## src/rtl/seg_scan_ctrl.sv

```systemverilog
// Scans NUM_DIGITS BCD digits onto one shared 7-seg decode path. Each digit is preceded by a blanking gap.
// New scores are taken only at frame boundaries. Supports leading-zero suppression and a game-over flash.
module seg_scan_ctrl #(
    parameter int NUM_DIGITS   = 2,
    parameter int ON_CYCLES    = 20,
    parameter int BLANK_CYCLES = 2,
    parameter int FLASH_FRAMES = 16
) (
    input  logic                    clk,
    input  logic                    rst,
    input  logic [4*NUM_DIGITS-1:0] bcd_in,
    input  logic                    upd_valid,
    output logic                    upd_ready,
    input  logic                    lz_suppress,
    input  logic                    flash_en,
    output logic [3:0]              digit_code,
    output logic [NUM_DIGITS-1:0]   digit_sel,
    output logic                    seg_en,
    output logic                    frame_start
);

    localparam int PMAX = ((ON_CYCLES > BLANK_CYCLES) ? ON_CYCLES : BLANK_CYCLES) - 1;
    localparam int PW   = (PMAX > 0) ? $clog2(PMAX + 1) : 1;
    localparam int IW   = (NUM_DIGITS > 1) ? $clog2(NUM_DIGITS) : 1;
    localparam int FW   = (FLASH_FRAMES > 1) ? $clog2(FLASH_FRAMES) : 1;

    localparam logic [PW-1:0] ON_LAST    = PW'(ON_CYCLES - 1);
    localparam logic [PW-1:0] BLANK_LAST = PW'(BLANK_CYCLES - 1);
    localparam logic [IW-1:0] IDX_LAST   = IW'(NUM_DIGITS - 1);
    localparam logic [FW-1:0] FR_LAST    = FW'(FLASH_FRAMES - 1);

    typedef enum logic {BLANK, ON} phase_t;

    phase_t                  phase;
    logic [IW-1:0]           idx;
    logic [PW-1:0]           pcnt;
    logic [FW-1:0]           fcnt;
    logic                    flash_phase;
    logic                    lz_q;
    logic                    frame_start_q;
    logic [4*NUM_DIGITS-1:0] shadow;

    always_ff @(posedge clk or posedge rst) begin
        if (rst) begin
            phase         <= BLANK;
            idx           <= '0;
            pcnt          <= '0;
            fcnt          <= '0;
            flash_phase   <= 1'b0;
            lz_q          <= 1'b0;
            frame_start_q <= 1'b0;
            shadow        <= '0;
        end else begin
            // lz_suppress is registered so no input reaches an output combinationally
            lz_q          <= lz_suppress;
            frame_start_q <= 1'b0;
            if (upd_valid && upd_ready)
                shadow <= bcd_in;
            if (!flash_en) begin
                fcnt        <= '0;
                flash_phase <= 1'b0;
            end
            if (phase == BLANK) begin
                if (pcnt == BLANK_LAST) begin
                    pcnt  <= '0;
                    phase <= ON;
                end else begin
                    pcnt <= pcnt + PW'(1);
                end
            end else begin
                if (pcnt == ON_LAST) begin
                    pcnt  <= '0;
                    phase <= BLANK;
                    if (idx == IDX_LAST) begin
                        idx           <= '0;
                        frame_start_q <= 1'b1;
                        if (flash_en) begin
                            if (fcnt == FR_LAST) begin
                                fcnt        <= '0;
                                flash_phase <= ~flash_phase;
                            end else begin
                                fcnt <= fcnt + FW'(1);
                            end
                        end
                    end else begin
                        idx <= idx + IW'(1);
                    end
                end else begin
                    pcnt <= pcnt + PW'(1);
                end
            end
        end
    end

    logic       on_phase;
    logic [3:0] cur_code;
    logic       cur_supp;

    // A digit above position 0 is a leading zero when it and every digit above it are zero
    always_comb begin
        on_phase  = (phase == ON);
        cur_code  = 4'd0;
        cur_supp  = 1'b0;
        digit_sel = '0;
        for (int i = 0; i < NUM_DIGITS; i++) begin
            if (idx == IW'(i)) begin
                cur_code     = shadow[4*i +: 4];
                cur_supp     = (i != 0) && ((shadow >> (4*i)) == '0);
                digit_sel[i] = on_phase;
            end
        end
    end

    assign upd_ready   = (phase == BLANK) && (idx == '0);
    assign frame_start = frame_start_q;
    assign seg_en      = on_phase && !(lz_q && cur_supp) && !flash_phase;
    assign digit_code  = (on_phase && !(lz_q && cur_supp)) ? cur_code : 4'd0;

endmodule

```

## config.mk

```make
export PLATFORM = sky130hd
export DESIGN_NAME = seg_scan_ctrl
export DESIGN_NICKNAME = d
export VERILOG_FILES = /design/src/rtl/seg_scan_ctrl.sv
export SDC_FILE = /design/constraint.sdc
export NUM_CORES = 1
export LEC_CHECK = 0
export CAP_MARGIN = 20
export CELL_PAD_IN_SITES_DETAIL_PLACEMENT = 1
export CELL_PAD_IN_SITES_GLOBAL_PLACEMENT = 1
export CORE_UTILIZATION = 42
export DETAILED_ROUTE_END_ITERATION = 10
export GPL_ROUTABILITY_DRIVEN = 1
export PLACE_DENSITY = 0.94
export SETUP_SLACK_MARGIN = 0.5
export SLEW_MARGIN = 20
export SYNTH_ARGS = -nofsm -noshare
export SYNTH_HDL_FRONTEND = slang
export SYNTH_SLANG_ARGS = --single-unit
```

## constraint.sdc

```tcl
create_clock -name clk -period 4.2 [get_ports clk]
set_input_delay 0.63 -clock clk [delete_from_list [all_inputs] [get_ports clk]]
set_output_delay 0.63 -clock clk [all_outputs]
set_load 0.02 [all_outputs]
```

==> results_dict.tcl, run 1 <==
set metrics [dict create \
    io_buffers 21 \
    ioPinCount 22 \
    hold_slack_ns 0.5058 \
    cts_hold_buf 0 \
    synth.area.top_cells "dfrtp_1, mux2_2, a21oi_1, mux2i_1, ha_1" \
    yosys-top-cells-count "dfrtp_1, nor2_1, a21oi_1, mux2_2, inv_1" \
    start_kind "flop" \
    utilization_pct 54.74 \
    period_needed_ns 2.813 \
    rsz0062_at_grt "false" \
    synth_cell_type_count 30 \
    drive_gt1_share_pct 11.76 \
    cpMaxStageDelayCell "dfrtp_1" \
    clk_pin_slew_ns 0.11 \
    via_count 835 \
    gp_congestion 0.7200 \
    cts.sinks 22 \
    finalHoldViolations 0 \
    period_share_pct 66.97 \
    finalPower_mw 0.3842 \
    postSynthAreaPerCell_um2 10.98 \
    grt_pass1_vias 836 \
    required_ns 3.57 \
    cp_slowest_stage_delay_ns 0.58 \
    worst_pin_slew_ns 0.8687 \
    cts_buffer_depth 2 \
    grt_max_degree 23 \
    synthToLayoutAreaGrowth_pct 23.59 \
    drtAntennaViolNets 0 \
    hold_path_class "flop to flop" \
    hold_start "pcnt[0]$_DFF_PP0_" \
    routed_via_density 5.604 \
    cts_inserted_buffers 3 \
    cts_setup_buffers 0 \
    critPathCaptureType "output port" \
    synth_edf_count 0 \
    reg2reg_from "pcnt[0]$_DFF_PP0_" \
    cts_resized 0 \
    path_cells "nand4bb_1 > o31ai_1 > nor2_1 > clkdlybuf4s50_1" \
    drcViolationCount 0 \
    drt_pre_antenna_iters 2 \
    antenna-diode-count 0 \
    synth_area_mm2 0.001087 \
    htreeDepth 1 \
    outcome "finished clean" \
    antenna_found_initial 0 \
    path_delay_family "flip-flops" \
    maxCapViolations 0 \
    cp-startpoint "idx$_DFFE_PP0P_" \
    ir_drop_mv 0.1661 \
    synth_warnings 0 \
    grt_use_total_pct 19.82 \
    setup_tns_ns 0 \
    dp_hpwl_um 1813 \
    row_count 18 \
    max_freq_mhz 355.5 \
    synth_top_area_share_pct 50.63 \
    crit_arrival_ns 2.18 \
    relSlewSlack_pct 42.02 \
    path_max_fanout 9 \
    setup_viol 0 \
    cts-root-buf "clkbuf_4" \
    drtIter0Drc 8 \
    final_max_slew_viol_count 0 \
    yosys.area.top_type "dfrtp_1" \
    cp.buffers_inverters 1 \
    synth-seq-cells 22 \
    initial_core_util_pct 44.29 \
    die_x_um 52.88 \
    critPathKind "flop to output port" \
    fin_skew_ns 0.01286 \
    async_flop_share_pct 100.0 \
    ys_seq_area_share_pct 50.63 \
    power_density_mw_per_mm2 285.9 \
    wl_um 2499 \
    grt_pass1_wl_um 3919 \
    nets 136 \
    synth_nets 115 \
    grt-ovfl-total 0 \
    ys.flop_type "dfrtp_1" \
    cts_tree "built" \
    die-area_mm2 0.002796 \
    yosysMostFrequentCell "dfrtp_1" \
    syn_inst 99 \
    die_h_um 52.88 \
    insertion_delay_ns 0.31 \
    final.fill_count 281 \
    fp.coreArea_mm2 0.002455 \
    p_leak_nw 0.5516 \
    wl_per_cell_um 16.77 \
]
area by class of cell:
cell class	instances	area (um^2)	area share [%]
Clock buffer	4	36.28	2.700
Inverter	5	18.77	1.397
Tap cell	30	37.54	2.793
Sequential cell	22	550.5	40.97
Multi-Input combinational cell	67	490.5	36.50
Timing Repair Buffer	21	210.2	15.64
registers in the layout, indices dropped and copies added (netlist names):
signal	cells
idx	1
frame_start	1
flash_phase	1
lz_q	1
fcnt	4
on_phase	1
pcnt	5
shadow	8
worst paths after layout:
check                      slack [ns]  cells after the start                     to
hold reg to reg                  0.51                      1      pcnt[0]$_DFF_PP0_
setup / recovery                 1.39                      4          digit_code[1]
min in group asynchronous        0.78                      2      fcnt[1]$_DFF_PP0_
max in group asynchronous        2.88                      2     on_phase$_DFF_PP0_
setup reg to reg                 2.34                      4  flash_phase$_DFF_PP0_
hold / removal                   0.51                      1      pcnt[0]$_DFF_PP0_
cell families (layout without fill, tap and decap cells):
group	after synthesis	count (layout)	synth area share, %
AOI/OAI and AO/OA	16	16	8.976
and+or+nand+nor	33	33	18.30
muxes	12	12	11.97
buffers and inverters	10	30	4.258
xor gates and xnor gates	3	3	2.417
adders and majority gates	3	3	3.453
DFF	22	22	50.63
power breakdown:
group	switching, mW	leakage, nW	internal [mW]
Sequential	0.00519	0.274	0.220
Combinational	0.0172	0.257	0.0235
Clock	0.0656	0.0210	0.0530
stage by stage:
stage / cell area, um^2 / setup slack [ns] / cells
floorplan: 1087 / 2.466 / 99
global placement: 1308 / 1.879 / 145
detailed placement: 1308 / 1.761 / 145
CTS: 1344 / 1.402 / 149
global route: 1344 / 1.257 / 149
finish: 1344 / 1.387 / 149
cell usage in the layout, fill, tap and decap left out, drive strengths merged:
| master | Yosys | layout |
|---|---|---|
| clkbuf | 0 | 4 |
| nand2 | 3 | 3 |
| xnor2 | 3 | 3 |
| or3b | 1 | 1 |
| nand4b | 2 | 2 |
| and2 | 1 | 1 |
| o2bb2ai | 1 | 1 |
| nor4 | 1 | 1 |
| clkdlybuf4s50 | 0 | 21 |
| nand3 | 4 | 4 |
| nor2 | 10 | 10 |
| and4bb | 1 | 1 |
| a21oi | 8 | 8 |
| mux2i | 4 | 4 |
| o31ai | 3 | 3 |
| nor3 | 1 | 1 |
| nor2b | 2 | 2 |
| dfrtp | 22 | 22 |
| inv | 5 | 5 |
| mux2 | 8 | 8 |
| nand4bb | 2 | 2 |
| a31o | 1 | 1 |
| nand4 | 1 | 1 |
| a21boi | 1 | 1 |
| o21ai | 2 | 2 |
| ha | 3 | 3 |
| and4 | 1 | 1 |
| nand3b | 1 | 1 |
| or4 | 2 | 2 |
per-layer routing:
layer | vias to the layer above | wire length (um) | GRT usage, %
met5 | - | 0 | 0
met4 | 0 | 63 | 11.40
met3 | 6 | 100 | 3.448
met2 | 21 | 1208 | 32.49
met1 | 413 | 1127 | 24.23
li1 | 395 | - | -
worst register-to-register path, delay by kind of cell (launching register included):
kind                     cells  cell delay [ns]
AO/OA/AOI/OAI                1             0.16
adder cells (fa/ha/maj)      1             0.33
flip-flops                   1             0.41
AND/OR/NAND/NOR              2             0.89
Note: power is estimated with default switching activity, not from simulation.
==> run 2: changes to the inputs <==
- CORE_UTILIZATION: 42 -> 35
- PLACE_DENSITY: 0.94 -> 0.85
- clock period: 4.2 -> 2.4 ns (I/O delays scaled with it)
==> run 2 against run 1 <==
Against the previous run: setup slack lost 0.85 ns; sequential share of layout area shrank 0.69 points; first-iteration DRC count grew 100%; critical endpoint unchanged; the run now ends with DRC left; critical path depth is the same.
==> results_dict.tcl, run 2 (synthesis results as in run 1) <==
set metrics [dict create \
    outcome "finished, violations left" \
    violations "DRC" \
    relSlewSlack_pct 76.67 \
    cts_hold_buf 0 \
    drive_gt1_share_pct 21.49 \
    io_buffers 21 \
    start_kind "flop" \
    htreeDepth 1 \
    setup_viol 0 \
    maxCapViolations 0 \
    largest_register "shadow" \
    required_ns 2.04 \
    setup_tns_ns 0 \
    row_count 19 \
    fp.coreArea_mm2 0.002853 \
    wl_per_cell_um 15.63 \
    power_density_mw_per_mm2 455.6 \
    cts_setup_buffers 0 \
    crit_arrival_ns 1.50 \
    drcViolationCount 3 \
    cts.sinks 22 \
    grt_use_total_pct 15.23 \
    routed_via_density 5.474 \
    insertion_delay_ns 0.29 \
    utilization_pct 48.03 \
    gp_congestion 0.8540 \
    initial_core_util_pct 38.11 \
    cts-root-buf "clkbuf_4" \
    p_leak_nw 0.5674 \
    antenna_found_initial 0 \
    period_share_pct 77.54 \
    hold_slack_ns 0.3919 \
    drtAntennaViolNets 0 \
    fin_skew_ns 0.006939 \
    final_common_cell "dfrtp_1" \
    grt_max_degree 23 \
    ir_drop_mv 0.2108 \
    cts_tree "built" \
    period_needed_ns 1.861 \
    dp_cells 149 \
    worst_pin_slew_ns 0.3500 \
    critPathKind "flop to output port" \
    finalHoldViolations 0 \
    die-area_mm2 0.003333 \
    wl_um 2376 \
    cts_buffer_depth 2 \
    antenna-diode-count 0 \
    layout_common_cells "dfrtp_1, clkdlybuf4s50_1, nor2_1" \
    die_h_um 57.74 \
    via_count 832 \
    grt_pass1_vias 873 \
    ioPinCount 22 \
    hold_path_class "primary input to async pin" \
    rsz0062_at_grt "true" \
    max_freq_mhz 537.4 \
    grt-ovfl-total 0 \
    final.fill_count 332 \
    finalPower_mw 0.6242 \
    drtIter0Drc 16 \
    clk_pin_slew_ns 0.11 \
    critPathCaptureType "output port" \
    nets 139 \
    dp_hpwl_um 1790 \
    path_max_fanout 4 \
    synthToLayoutAreaGrowth_pct 26.01 \
    drt_pre_antenna_iters 6 \
    top_regs "shadow: 8 flops, pcnt: 5 flops, fcnt: 4 flops" \
    finish.cell_count_without_fillers 152 \
    largest_reg_flops 8 \
    die_x_um 57.74 \
    final_max_slew_viol_count 0 \
    cts_inserted_buffers 3 \
    grt_pass1_wl_um 3912 \
]
==> run 2: changes by cell type in the layout (fill, tap and decap cells not counted), moves of 2 or more <==
cell / delta
clkdlybuf4s50_1: -8
buf_4: +5
buf_2: +2
dlygate4sd2_1: +2
nand4bb_1: -2
==> run 2: final cells by class <==
class	count	area (um^2)	area share [%]
well taps	31	38.79	2.831
inverters	5	18.77	1.370
clock buffers	3	22.52	1.644
multi-input cells	67	528.0	38.54
flip-flops and latches	22	551.8	40.27
repair buffers	24	210.2	15.34
==> run 2: per-layer routing <==
metal	wire [um]	track usage, %
met3	96	3.125
met2	1243	28.41
met5	0	0
met1	1027	18.00
met4	9	3.401
==> run 2: critical path: stages (launching register included) <==
cell and delay [ns]:
dfrtp_1 0.42, nand4bb_4 0.24, o31ai_4 0.30, nor2_1 0.08, buf_4 0.16
==> run 2: worst paths after layout <==
kind / depth (start not counted) / from / end / slack (ns)
max reg2reg: 4 / pcnt[0]$_DFF_PP0_ / flash_phase$_DFF_PP0_ / 0.67
min in group clk: 1 / pcnt[0]$_DFF_PP0_ / pcnt[0]$_DFF_PP0_ / 0.52
min reg2reg: 1 / pcnt[0]$_DFF_PP0_ / pcnt[0]$_DFF_PP0_ / 0.52
min: 3 / rst / fcnt[2]$_DFF_PP0_ / 0.39
max: 4 / shadow[4]$_DFFE_PP0P_ / digit_code[1] / 0.54
max in group asynchronous: 3 / rst / on_phase$_DFF_PP0_ / 1.76
==> run 2: stage by stage <==
| stage | setup WS (ns) | area, um^2 |
|---|---|---|
| global route | 0.4740 | 1370 |
| global placement | 0.4547 | 1331 |
| floorplan | 0.7767 | 1087 |
| finish | 0.5392 | 1370 |
| detailed placement | 0.3355 | 1331 |
| CTS | 0.3855 | 1364 |
==> run 2: repair_timing <==
item                       in CTS  in global routing
setup endpoints to repair       9                  6
gates resized for setup        12                 19
pin swaps                       0                  4
==> run 2: power by group <==
part | total, mW | internal [mW] | switching (mW)
combinational | 0.0699 | 0.0399 | 0.0300
clock | 0.157 | 0.0583 | 0.0992
sequential | 0.397 | 0.384 | 0.0125
total | 0.624 | 0.483 | 0.142
